### src/rtl/tx_scrambler_framer.sv
// 802.11a transmit data-field scrambler/framer: SERVICE, scrambled PSDU, zero tail
// and scrambled pad bits, serialized toward the convolutional encoder.
//
// state   | meaning
// IDLE    | waiting for start
// SERVICE | 16 scrambled zero bits
// DATA    | scrambled PSDU bits pulled from x/x_valid
// TAIL    | 6 unscrambled zeros, LFSR still stepping
// PAD     | num_pads scrambled zero bits
module tx_scrambler_framer #(
  parameter int          LEN_W    = 12,
  parameter int          PAD_W    = 9,
  parameter logic [6:0]  DEF_SEED = 7'b1011101
) (
  input  logic             Clk,
  input  logic             Reset,
  input  logic             start,
  input  logic [6:0]       seed,
  input  logic [LEN_W-1:0] len,
  input  logic [PAD_W-1:0] num_pads,
  input  logic             x,
  input  logic             x_valid,
  output logic             x_ready,
  output logic             y,
  output logic             y_valid,
  output logic             y_last,
  output logic             busy
);

  typedef enum logic [2:0] {IDLE, SERVICE, DATA, TAIL, PAD} state_t;

  state_t           state, state_nxt;
  logic [6:0]       lfsr, lfsr_nxt;
  logic [3:0]       svc_cnt, svc_cnt_nxt;
  logic [2:0]       tail_cnt, tail_cnt_nxt;
  logic [LEN_W-1:0] data_cnt, data_cnt_nxt, len_q, len_nxt;
  logic [PAD_W-1:0] pad_cnt, pad_cnt_nxt, pads_q, pads_nxt;
  logic             y_nxt, y_valid_nxt, y_last_nxt, busy_nxt;
  logic             fb;

  // lfsr[6:0] holds s[7:1]; feedback is s7 ^ s4
  assign fb      = lfsr[6] ^ lfsr[3];
  assign x_ready = (state == DATA);

  always_comb begin
    state_nxt    = state;
    lfsr_nxt     = lfsr;
    svc_cnt_nxt  = svc_cnt;
    tail_cnt_nxt = tail_cnt;
    data_cnt_nxt = data_cnt;
    pad_cnt_nxt  = pad_cnt;
    len_nxt      = len_q;
    pads_nxt     = pads_q;
    y_nxt        = 1'b0;
    y_valid_nxt  = 1'b0;
    y_last_nxt   = 1'b0;
    case (state)
      IDLE: begin
        if (start) begin
          len_nxt      = len;
          pads_nxt     = num_pads;
          lfsr_nxt     = (seed == 7'd0) ? DEF_SEED : seed;
          svc_cnt_nxt  = '0;
          tail_cnt_nxt = '0;
          data_cnt_nxt = '0;
          pad_cnt_nxt  = '0;
          state_nxt    = SERVICE;
        end
      end
      SERVICE: begin
        y_nxt       = fb;
        y_valid_nxt = 1'b1;
        lfsr_nxt    = {lfsr[5:0], fb};
        if (svc_cnt == 4'd15) begin
          svc_cnt_nxt = '0;
          state_nxt   = (len_q != '0) ? DATA : TAIL;
        end else begin
          svc_cnt_nxt = svc_cnt + 4'd1;
        end
      end
      DATA: begin
        if (x_valid) begin
          y_nxt       = x ^ fb;
          y_valid_nxt = 1'b1;
          lfsr_nxt    = {lfsr[5:0], fb};
          if (data_cnt == len_q - LEN_W'(1)) begin
            data_cnt_nxt = '0;
            state_nxt    = TAIL;
          end else begin
            data_cnt_nxt = data_cnt + LEN_W'(1);
          end
        end
      end
      TAIL: begin
        y_valid_nxt = 1'b1;
        lfsr_nxt    = {lfsr[5:0], fb};
        if (tail_cnt == 3'd5) begin
          tail_cnt_nxt = '0;
          if (pads_q != '0) begin
            state_nxt = PAD;
          end else begin
            state_nxt  = IDLE;
            y_last_nxt = 1'b1;
          end
        end else begin
          tail_cnt_nxt = tail_cnt + 3'd1;
        end
      end
      PAD: begin
        y_nxt       = fb;
        y_valid_nxt = 1'b1;
        lfsr_nxt    = {lfsr[5:0], fb};
        if (pad_cnt == pads_q - PAD_W'(1)) begin
          pad_cnt_nxt = '0;
          state_nxt   = IDLE;
          y_last_nxt  = 1'b1;
        end else begin
          pad_cnt_nxt = pad_cnt + PAD_W'(1);
        end
      end
      default: state_nxt = IDLE;
    endcase
    // busy covers the y_last cycle and drops right after it
    busy_nxt = (state_nxt != IDLE) || y_last_nxt;
  end

  always_ff @(posedge Clk or negedge Reset) begin
    if (!Reset) begin
      state    <= IDLE;
      lfsr     <= '0;
      svc_cnt  <= '0;
      tail_cnt <= '0;
      data_cnt <= '0;
      pad_cnt  <= '0;
      len_q    <= '0;
      pads_q   <= '0;
      y        <= 1'b0;
      y_valid  <= 1'b0;
      y_last   <= 1'b0;
      busy     <= 1'b0;
    end else begin
      state    <= state_nxt;
      lfsr     <= lfsr_nxt;
      svc_cnt  <= svc_cnt_nxt;
      tail_cnt <= tail_cnt_nxt;
      data_cnt <= data_cnt_nxt;
      pad_cnt  <= pad_cnt_nxt;
      len_q    <= len_nxt;
      pads_q   <= pads_nxt;
      y        <= y_nxt;
      y_valid  <= y_valid_nxt;
      y_last   <= y_last_nxt;
      busy     <= busy_nxt;
    end
  end

endmodule

### config.mk
export PLATFORM = sky130hd
export DESIGN_NAME = tx_scrambler_framer
export DESIGN_NICKNAME = d
export VERILOG_FILES = /design/src/rtl/tx_scrambler_framer.sv
export SDC_FILE = /design/constraint.sdc
export NUM_CORES = 1
export LEC_CHECK = 0
export BUFFER_PORTS_ARGS = -buffer_cell sky130_fd_sc_hd__buf_4
export CAP_MARGIN = 5
export CORE_MARGIN = 10
export CORE_UTILIZATION = 64
export CTS_CLUSTER_DIAMETER = 60
export DETAILED_ROUTE_END_ITERATION = 6
export HOLD_SLACK_MARGIN = 0.15
export PLACE_DENSITY = 0.86
export SKIP_LAST_GASP = 1
export SLEW_MARGIN = 20
export SYNTH_ARGS = -nofsm -noshare
export SYNTH_HDL_FRONTEND = slang
export SYNTH_SLANG_ARGS = --single-unit
### constraint.sdc
create_clock -name Clk -period 4.9 [get_ports Clk]
set_clock_uncertainty 0.1 [all_clocks]
set_input_delay 0.98 -clock Clk [delete_from_list [all_inputs] [get_ports Clk]]
set_output_delay 0.98 -clock Clk [all_outputs]
set_load 0.05 [all_outputs]
==> results of run 1 <==
[metal layers]
metal	share of wire [%]	up-vias	wire length (um)
li1	-	1451	-
met1	45	1485	3810
met2	48	79	4050
met3	6.2	14	526
met4	1.4	0	119
met5	0	-	0
[worst paths after layout]
path	from	end	slack, ps	cells after the start
worst max-delay path	pads_q[0]	pad_cnt[6]	2010	9
worst min-delay path	lfsr[1]	lfsr[1]	430	1
worst max register to register	pads_q[0]	pad_cnt[6]	2010	9
worst min register to register	lfsr[1]	lfsr[1]	430	1
max in group asynchronous	Reset	tail_cnt[2]	3560	1
min in group asynchronous	Reset	lfsr[5]	610	1
[stage by stage]
stage               util [%]  area, sq um
global placement        72.3         4010
detailed placement      72.3         4010
finish                  76.4         4240
CTS                     76.4         4240
global route            76.4         4240
floorplan                  -         3690
[final cells by class]
cell class                      count  area share, %
Clock buffer                       12           3.90
Multi-Input combinational cell    293           47.1
Inverter                           15           1.33
Timing Repair Buffer               38           6.74
Clock inverter                      3           1.54
Sequential cell                    63           37.2
Tap cell                           72           2.13
[placed cells by master, fill, tap and decap left out, types with 2 or more instances in the layout]
master / count
mux2_4: 3
a21o_1: 5
xor2_1: 9
and2_1: 2
inv_1: 15
clkbuf_8: 12
buf_4: 38
or4_4: 2
nor4_1: 6
mux2_2: 19
dfrtp_1: 63
nand4_1: 6
ha_1: 5
nor3b_1: 5
a21oi_1: 15
xnor2_1: 25
nand3b_1: 4
nand2_1: 40
a22o_1: 5
o21ai_0: 24
nand3_1: 11
nor2_1: 25
o211ai_1: 2
or3_1: 7
nor4_2: 2
nor3_1: 11
mux2i_1: 8
o21ai_1: 5
a21oi_2: 3
nand2b_1: 5
and3_1: 3
o22ai_1: 6
bufinv_16: 2
or4_1: 5
[power breakdown]
part | internal, mW | leakage [nW] | switching (mW)
Combinational | 0.467 | 0.898 | 0.518
Sequential | 0.685 | 0.800 | 0.209
Clock | 0.325 | 0.118 | 0.200
[worst reg2reg max path, stage by stage, from the launching register on]
cell	delay, ps
dfrtp_1	420
inv_1	90
ha_1	220
or3b_1	460
nor4_1	290
nand2_1	120
a221oi_2	400
a21oi_2	260
o211a_1	170
a221o_1	250
[sequential cells by signal, summed over array words and instances (netlist names)]
| name | cells |
|---|---|
| state | 3 |
| pad_cnt | 9 |
| lfsr | 7 |
| len_q | 12 |
| svc_cnt | 4 |
| tail_cnt | 3 |
| busy | 1 |
| data_cnt | 12 |
| y_valid | 1 |
| y_last | 1 |
| y | 1 |
| pads_q | 9 |
[cells by family after synthesis]
kind of cell	after synthesis	synth area share, %
fa+ha+maj	5	1.69
flops	63	42.7
simple gates	144	20.9
compound gates	80	14.0
buf+inv	29	3.36
xor+xnor	34	8.07
mux	30	9.19
==> metrics.md, run 1 <==
| Metric | Value |
|---|---|
| Outcome | finished clean |
| Highest clock rate | 0.346 GHz |
| Final antenna-violating net count | 0 |
| Grt met1 use | 25.3% |
| Multi-input gate area | 2000 sq um |
| Global Route Usage Sum | 19.5% |
| Area contributors post-synth | dfrtp_1, xnor2_1, mux2_2 |
| Nets | 458 |
| Final Max Tran Viols | 0 |
| Final wirelength | 8.51 mm |
| Final setup violation count | 0 |
| Die Area | 9200 sq um |
| Clk Latency, worst-skew pair | 340 ps |
| Tcrit/Tclk final | 58.9% |
| # DRC | 0 |
| Sequential share of the synthesized area | 42.7% |
| Gates resized, CTS repair | 0 |
| CP Class | flip-flop to flip-flop |
| WP buf/inv | 1 |
| Remaining global-route overflow | 0 |
| Register area | 1580 sq um |
| Top FF cell, synth | dfrtp_1 |
| Leak | 1.82 nW |
| Synth Cell Area | 3690 sq um |
| Worst slew pin tran | 835 ps |
| Unrepaired setup endpoints after global routing | no |
| Clock Path Buffers | 2 |
| Tot Pwr | 2.40 mW |
| Gr busiest metal | met2 |
| Slowest-stage cell, CP | or3b_1 |
| Top cells by count, synth | dfrtp_1, nand2_1, nor2_1, o21ai_0, xnor2_1 |
| Setup crit end kind | flip-flop |
| Htree depth | 3 |
| CP peak stage delay | 460 ps |
| Vias in the first global route | 2969 |
| Final GP Congestion | 0.896 |
| Post-layout min period | 2890 ps |
| Final worst slack | 2010 ps |
| Slew headroom | 43.6% |
| Share of the synthesized area in the top cell type | 42.7% |
| Setup WS pre-CTS | 1940 ps |
| Final non-filler cell total | 496 |
| Final Hold Vio Count | 0 |
| Placement row count | 27 |
| Setup Fix Bufs, Post-CTS | 0 |
| Crit Path Max Fanout | 15 |
| Syn Area/Cell | 9.59 sq um |
| Initial antenna violation count | 0 |
| GR Util met2 | 30.9% |
| Critical path data required time | 5020 ps |
| CTS tree | built |
| DRT iter0 DRCs | 150 |
| CTS Hold Buffers Added | 0 |
| Root Buffer | clkbuf_8 |
| Critical path arrival | 3010 ps |
| Die X-Extent | 95.9 um |
| Met3 usage | 5.76% |
| Critical Path Start Type | flip-flop |
| Cells after synthesis | 385 |
| PwrDens | 568 nW/um^2 |
| Top Family by Delay on Critical Path | compound AO/OA/AOI/OAI gates |
| Max Cap Viol | 0 |
| Wire length per cell | 17.1 um |
| Fin Setup TNS | 0 ps |
| Buffers on Ports | 37 |
| Share of layout cells above drive strength 1 | 21.2% |
| Worst hold margin | 426 ps |
| Count leader, synth | dfrtp_1 |
| CTS Sinks | 63 |
| Hpwl dp | 5.85 mm |
| First-pass GRT wire length | 14.3 mm |
| HP Class | flip-flop to flip-flop |
| Max VDD drop | 0.000389 V |
| Area leader, netlist | dfrtp_1 |
| Num CTS Buffers | 9 |
| Asr flop ratio synth | 100% |
| Fill count | 382 |
| Cell breakdown of the critical path | inv_1 > ha_1 > or3b_1 > nor4_1 > nand2_1 > a221oi_2 > a21oi_2 > o211a_1 > a221o_1 |
| DP Cell Count | 481 |
| # diodes | 0 |
| Yosys warning count | 0 |
| EDFF count, synth | 0 |
| FF+latch count, synth | 63 |
| Largest net degree at the start of global routing | 64 |
| Number of iterations in the first detailed-routing pass | 4 |
| Post-Syn Nets | 423 |
| Vias | 3029 |
| Via/cell ratio | 6.11 |
| Initial Util | 66.6% |
| Clock slew at reported path FFs | 70 ps |
| Count of different cell masters after synthesis | 57 |
| Core outline area | 5540 sq um |
| I/O pin total | 38 |
| Layout area overhead | 14.7% |
| Die Height | 95.9 um |
(Power assumes the default switching activity.)
==> inputs of run 2 (changes only) <==
Settings changed: ABC_AREA set to 1, CORE_UTILIZATION 64 to 53, PLACE_DENSITY 0.86 to 0.76.
Clock period 4.9 ns to 2.4 ns, I/O delays scaled along.
==> run 2 against run 1 <==
Compared with the run above: critical path depth increased by 3; register-to-register slack got worse by 1800 ps; die area increased by 17%; core utilization decreased by 14 points; cell count increased by 27%; clock-buffer cell count increased by 1; critical endpoint is now pad_cnt[4]; largest cell class unchanged; largest power group is now sequential cells.
==> metrics.md, run 2 <==
| Metric | Value |
|---|---|
| PwrDens | 552 nW/um^2 (-2.8%) |
| EDFF count, synth | 0 (unchanged) |
| Wire length per cell | 12.9 um (-25%) |
| Remaining global-route overflow | 0 (unchanged) |
| Top FF cell, synth | dfrtp_1 |
| Top cells by count, synth | nand2_1, dfrtp_1, inv_1, nor2_1, o21ai_0 |
| Leak | 2.12 nW (+17%) |
| Final wirelength | 8.15 mm (-4.2%) |
| Worst hold margin | 236 ps (-190 ps) |
| Share of layout cells above drive strength 1 | 12.7% (-8.5 points) |
| Area leader, netlist | dfrtp_1 |
| Die Area | 10700 sq um (+17%) |
| Buffers on Ports | 37 (unchanged) |
| Initial Util | 54.5% (-12 points) |
| Setup crit end kind | flip-flop |
| Critical Path Start Type | flip-flop |
| Clk Latency, worst-skew pair | 340 ps (about the same) |
| R2R cell count | 12 (+3) |
| Largest net degree at the start of global routing | 64 (unchanged) |
| Clock slew at reported path FFs | 70 ps (about the same) |
| Root Buffer | clkbuf_8 |
| Vias | 3230 (+6.6%) |
| First-pass GRT wire length | 14.1 mm (-1.5%) |
| FF+latch count, synth | 63 (unchanged) |
| Syn Area/Cell | 7.58 sq um (-21%) |
| Critical path arrival | 2270 ps (-740 ps) |
| Setup WS pre-CTS | 251 ps (-1690 ps) |
| Placement row count | 30 (+11%) |
| Max Cap Viol | 0 (unchanged) |
| Synth Cell Area | 3700 sq um (+0.27%) |
| Cell breakdown of the critical path | inv_1 > ha_1 > nand2_1 > nor2_1 > nand2_1 > xor2_1 > inv_1 > nor2_1 > nor3_1 > nand2_1 > nand2_1 > o21ai_0 |
| Design area | 4270 sq um (+0.71%) |
| Htree depth | 3 (unchanged) |
| CTS tree | built |
| Final antenna-violating net count | 0 (unchanged) |
| Final non-filler cell total | 631 (+27%) |
| WP buf/inv | 2 (+1) |
| Tcrit/Tclk final | 89.7% (+31 points) |
| Count leader, synth | nand2_1 |
| Via/cell ratio | 5.12 (-16%) |
| Hpwl dp | 6.14 mm (+5.1%) |
| Worst hold stages | 3 (+2) |
| Final setup violation count | 0 (unchanged) |
| # DRC | 0 (unchanged) |
| Sequential share of the synthesized area | 42.6% (-0.12 points) |
| Worst slew pin tran | 803 ps (-32.1 ps) |
| Fin Setup TNS | 0 ps (unchanged) |
| Outcome | finished clean |
| Die X-Extent | 104 um (+7.9%) |
| Global Route Usage Sum | 15.6% (-3.9 points) |
| Critical path data required time | 2520 ps (-2500 ps) |
| Vias in the first global route | 3106 (+4.6%) |
| HP Class | input pin to flip-flop |
| DP Cell Count | 616 (+28%) |
| Fin util | 62.8% (-14 points) |
| Layout area overhead | 15.2% |
| Yosys warning count | 0 (unchanged) |
| I/O pin total | 38 (unchanged) |
| Unrepaired setup endpoints after global routing | no |
| CP peak stage delay | 390 ps (-70 ps) |
| Top Family by Delay on Critical Path | simple AND/OR/NAND/NOR gates |
| Nets | 570 (+24%) |
| Crit Path Max Fanout | 8 (-7) |
| Most common cell after layout, fill and taps aside | nand2_1 |
| Initial antenna violation count | 0 (unchanged) |
| Critical path depth | 12 (+3) |
| Number of iterations in the first detailed-routing pass | 4 (unchanged) |
| Clock Path Buffers | 2 (unchanged) |
| Final Hold Vio Count | 0 (unchanged) |
| Slew headroom | 46.5% (+2.9 points) |
| DRT iter0 DRCs | 125 (-17%) |
| Core outline area | 6790 sq um (+23%) |
| CTS Sinks | 63 (unchanged) |
| Num CTS Buffers | 9 (unchanged) |
| Cells after synthesis | 488 (+27%) |
| Post-layout min period | 2150 ps (-734 ps) |
| Die Height | 104 um (+7.9%) |
| Tot Pwr | 2.35 mW (-2.1%) |
| Area contributors post-synth | dfrtp_1, nand2_1, xor2_1 |
| Count of different cell masters after synthesis | 34 (-40%) |
| Final GP Congestion | 0.911 (+1.6%) |
| CP Class | flip-flop to flip-flop |
| Dpl cell area | 4090 sq um (+2.1%) |
| # diodes | 0 (unchanged) |
| Final Max Tran Viols | 0 (unchanged) |
| Max VDD drop | 0.000372 V (-4.2%) |
| Asr flop ratio synth | 100% (unchanged) |
| Slowest-stage cell, CP | dfrtp_1 |
| Share of the synthesized area in the top cell type | 42.6% (-0.12 points) |
| Final worst slack | 246 ps (-1770 ps) |
| Most frequent cells in the layout | nand2_1, dfrtp_1, inv_1 |
| Largest registers | data_cnt: 12 flops, len_q: 12 flops |
| Highest clock rate | 0.464 GHz (+34%) |
| Post-Syn Nets | 526 (+24%) |
| Crit path top cell by count | nand2_1 |
-- run 2: changes by cell type after synthesis, sizes merged, moves of 10 or more --
cell    delta
clkbuf    -10
inv       +41
mux2      -22
nand2     +97
nand3     +28
nor2      +24
o21ai     +17
xnor2     -13
xor2      +17
-- run 2: worst paths after layout --
path	from	slack (ps)	endpoint
setup / recovery	pads_q[0]	250	pad_cnt[4]
setup reg to reg	pads_q[0]	250	pad_cnt[4]
max in group asynchronous	Reset	990	svc_cnt[1]
hold / removal	num_pads[8]	240	pads_q[8]
min in group asynchronous	Reset	660	pads_q[7]
hold reg to reg	data_cnt[11]	430	data_cnt[11]
-- run 2: repair_timing --
item / 4_1_cts / 5_1_grt
resized for setup: 0 / 1
hold buffers: 1 / 0
endpoints found under the hold margin: 22 / 0
setup endpoints to repair: 0 / 9
buffers inserted: 0 / 0
-- run 2: worst reg2reg max path: cells and delay by family, from the launching register on --
kind                     cells  cell delay [ps]
AND/OR/NAND/NOR              7              870
flip-flops                   1              390
adder cells (fa/ha/maj)      1              220
buffers and inverters        2              190
XOR/XNOR                     1              140
AO/OA/AOI/OAI                1              130
-- run 2: cells by family after synthesis --
group / synth area share [%]
AND/OR/NAND/NOR: 30.7
AO/OA/AOI/OAI: 9.53
flip-flops: 42.6
buffers and inverters: 6.49
XOR/XNOR: 8.99
adder cells (fa/ha/maj): 1.69
-- run 2: area by class of cell --
class	count	area (sq um)
Sequential cell	63	1580
Inverter	56	210
Clock buffer	13	159
Timing Repair Buffer	39	308
Tap cell	96	120
Fill cell	607	2530
Clock inverter	1	5.00
Multi-Input combinational cell	363	1890
-- run 2: routing by layer --
| layer | track usage, % | share of wire, % | vias up |
|---|---|---|---|
| li1 | - | - | 1658 |
| met1 | 21.7 | 51 | 1503 |
| met2 | 22.7 | 43 | 59 |
| met3 | 2.85 | 4.0 | 10 |
| met4 | 7.06 | 1.5 | 0 |
| met5 | 0 | 0 | - |
-- run 2: power breakdown --
group	internal (mW)	switching [mW]	total [mW]
Clock	0.419	0.386	0.805
Sequential	1.13	0.0838	1.22
Combinational	0.145	0.187	0.331
Total	1.70	0.656	2.35
==> inputs of run 3 (changes only) <==
Clock period 2.4 ns to 1.9 ns, I/O delays scaled along.
==> run 3 against run 2 <==
Compared with the run above: the flow now finishes with violations (negative setup slack); clock-buffer cell count fell by 2; via count up 12%; register-to-register slack got worse by 310 ps.
==> metrics.md, run 3 (synthesis results as in run 2) <==
| Metric | Value |
|---|---|
| Layout area overhead | 32.0% |
| First-pass GRT wire length | 16.2 mm (+15%) |
| # DRC | 0 (unchanged) |
| Vias in the first global route | 3506 (+13%) |
| Largest registers | data_cnt: 12 flops, len_q: 12 flops |
| Violated checks | negative setup slack |
| Design area | 4890 sq um (+15%) |
| Leak | 2.38 nW (+12%) |
| Share of layout cells above drive strength 1 | 25.9% (+13 points) |
| Met1 wire length | 4.36 mm (+4.5%) |
| HP Class | input pin to flip-flop |
| Final Max Tran Viols | 0 (unchanged) |
| Reg2reg setup slack | -60 ps (-310 ps) |
| Reg2reg end | data_cnt[7] |
| Die Height | 104 um (unchanged) |
| Slew headroom | 72.0% (+26 points) |
| Outcome | complete, but fails checks |
| Die X-Extent | 104 um (unchanged) |
| Buffers on Ports | 37 (unchanged) |
| Clock slew at reported path FFs | 80 ps (about the same) |
| Die Area | 10700 sq um (unchanged) |
| Setup crit end kind | flip-flop |
| Critical path arrival | 2100 ps (-170 ps) |
| R2R cell count | 13 (+1) |
| Crit Path Max Fanout | 5 (-3) |
| Core outline area | 6790 sq um (unchanged) |
| Top layer reached by signal wires | met4 |
| Hpwl dp | 6.74 mm (+9.7%) |
| CTS tree | built |
| Hold Path Origin | num_pads[3] |
| DRT iter0 DRCs | 168 (+34%) |
| Tot Pwr | 3.17 mW (+35%) |
| Global Route Usage Sum | 17.8% (+2.2 points) |
| Tcrit/Tclk final | 103% (+13 points) |
| Htree depth | 3 (unchanged) |
| Largest net degree at the start of global routing | 38 (-41%) |
| Reg2reg start | len_q[2] |
| Net switching power | 0.964 mW (+47%) |
| CP Class | flip-flop to flip-flop |
| Initial Util | 54.5% (unchanged) |
| PwrDens | 649 nW/um^2 (+18%) |
| Switching Fraction | 30.4% (+2.5 points) |
| Final wirelength | 9.86 mm (+21%) |
| Max Cap Viol | 0 (unchanged) |
| I/O pin total | 38 (unchanged) |
| Clk pwr share | 34.7% (+0.5 points) |
| Fill count | 488 (-20%) |
| Most common cell after layout, fill and taps aside | nand2_1 |
| Final GP Congestion | 0.866 (-4.9%) |
| Highest clock rate | 0.510 GHz (+9.9%) |
| Remaining global-route overflow | 0 (unchanged) |
| Nets | 617 (+8.2%) |
| Clock Path Buffers | 2 (unchanged) |
| Initial antenna violation count | 0 (unchanged) |
| Num CTS Buffers | 9 (unchanged) |
| Worst Setup SP | len_q[2] |
| Final setup violation count | 11 (+11) |
| Placement row count | 30 (unchanged) |
| Setup WS pre-CTS | -172 ps (-423 ps) |
| Worst slew pin tran | 416 ps (-386 ps) |
| Final antenna-violating net count | 0 (unchanged) |
| Post-layout min period | 1960 ps (-194 ps) |
| Wire length per cell | 14.5 um (+12%) |
| Number of iterations in the first detailed-routing pass | 6 (+2) |
| # diodes | 0 (unchanged) |
| Hold endpoint | pads_q[3] |
| Internal | 2.21 mW (+30%) |
| Sequential Power Share | 48.5% (-3.2 points) |
| Met3 WL | 565 um (+75%) |
| Routed met2 length | 4.77 mm (+35%) |
| Via/cell ratio | 5.34 (+4.3%) |
| Critical path data required time | 2040 ps (-480 ps) |
| CTS Sinks | 63 (unchanged) |
| Most frequent cells in the layout | nand2_1, buf_4, dfrtp_1 |
| Clk Latency, worst-skew pair | 350 ps (about the same) |
| Vias | 3630 (+12%) |
| Critical Path Start Type | flip-flop |
| Dpl cell area | 4280 sq um (+4.6%) |
| Root Buffer | clkbuf_8 |
| Worst hold stages | 3 (unchanged) |
| Final Hold Vio Count | 0 (unchanged) |
| Comb pwr share | 16.7% (+2.6 points) |
| Final worst slack | -59.6 ps (-306 ps) |
| Max VDD drop | 0.000529 V (+42%) |
| Unrepaired setup endpoints after global routing | yes |
## run 3: cell types whose count changed in the layout (fill, tap and decap cells not counted), sizes merged
cell	change
buf	+32
clkbuf	-2
clkinv	+1
clkinvlp	+3
dlygate4sd3	+14
nand2	+1
## run 3: layer usage
layer / vias up / global-route usage, %
met1: 1734 / 22.4
li1: 1757 / -
met4: 0 / 5.44
met2: 119 / 28.9
met5: - / 0
met3: 20 / 4.83
## run 3: per-stage QoR
stage / instances / utilization (%) / hold WS, ps / setup TNS [ps]
final: 680 / 71.9 / 153 / -474
after global routing: 680 / 71.9 / 162 / -2670
after CTS: 673 / 69.6 / 151 / -248
after detailed placement: 637 / 63.0 / 227 / -2800
after global placement: 637 / 63.0 / 218 / -504
after floorplan: 488 / - / -15.6 / -221
## run 3: critical path, cell delays in order (launching register included)
cell and delay (ps):
dfrtp_1 450, buf_4 170, inv_1 100, nand2_2 80
nand2_1 60, nand2_1 60, nand2_2 70, nand2_1 50
nor2_1 110, nand3_1 90, nor2_2 150, nand3_4 140
nand2_2 140, a21oi_1 70
## run 3: worst max path at each step
stage | endpoint | slack, ps
2_1_floorplan | data_cnt[9] | -70
3_3_place_gp | data_cnt[3] | -40
3_5_place_dp | pad_cnt[5] | -170
4_1_cts | data_cnt[7] | -30
5_1_grt | data_cnt[11] | -150
6_report | data_cnt[7] | -60
## run 3: repair_timing
item                                   4_1_cts  5_1_grt
gates cloned                                 1        0
resized for setup                           30       35
setup buffers                                4        7
endpoints found under the hold margin       40        0
hold buffers                                15        0
pin swaps                                   18       17
setup endpoints to repair                   23       34
## run 3: layout make-up
| class | count | area [sq um] | area share (%) |
|---|---|---|---|
| clock buffer | 11 | 151 | 3.10 |
| clock inverter | 5 | 32.5 | 0.666 |
| inverter | 56 | 210 | 4.30 |
| multi-input combinational | 364 | 2090 | 42.8 |
| sequential | 63 | 1580 | 32.3 |
| tap | 96 | 120 | 2.46 |
| timing repair buffer | 85 | 704 | 14.4 |
## run 3: power by group through the flow
| stage | Clock [mW] | Sequential, mW | Combinational [mW] |
|---|---|---|---|
| 2_1_floorplan | 0 | 1.55 | 0.263 |
| 3_3_place_gp | 0 | 1.55 | 0.450 |
| 3_5_place_dp | 0 | 1.55 | 0.466 |
| 4_1_cts | 1.11 | 1.53 | 0.512 |
| 5_1_grt | 1.17 | 1.55 | 0.594 |
| 6_report | 1.10 | 1.54 | 0.531 |
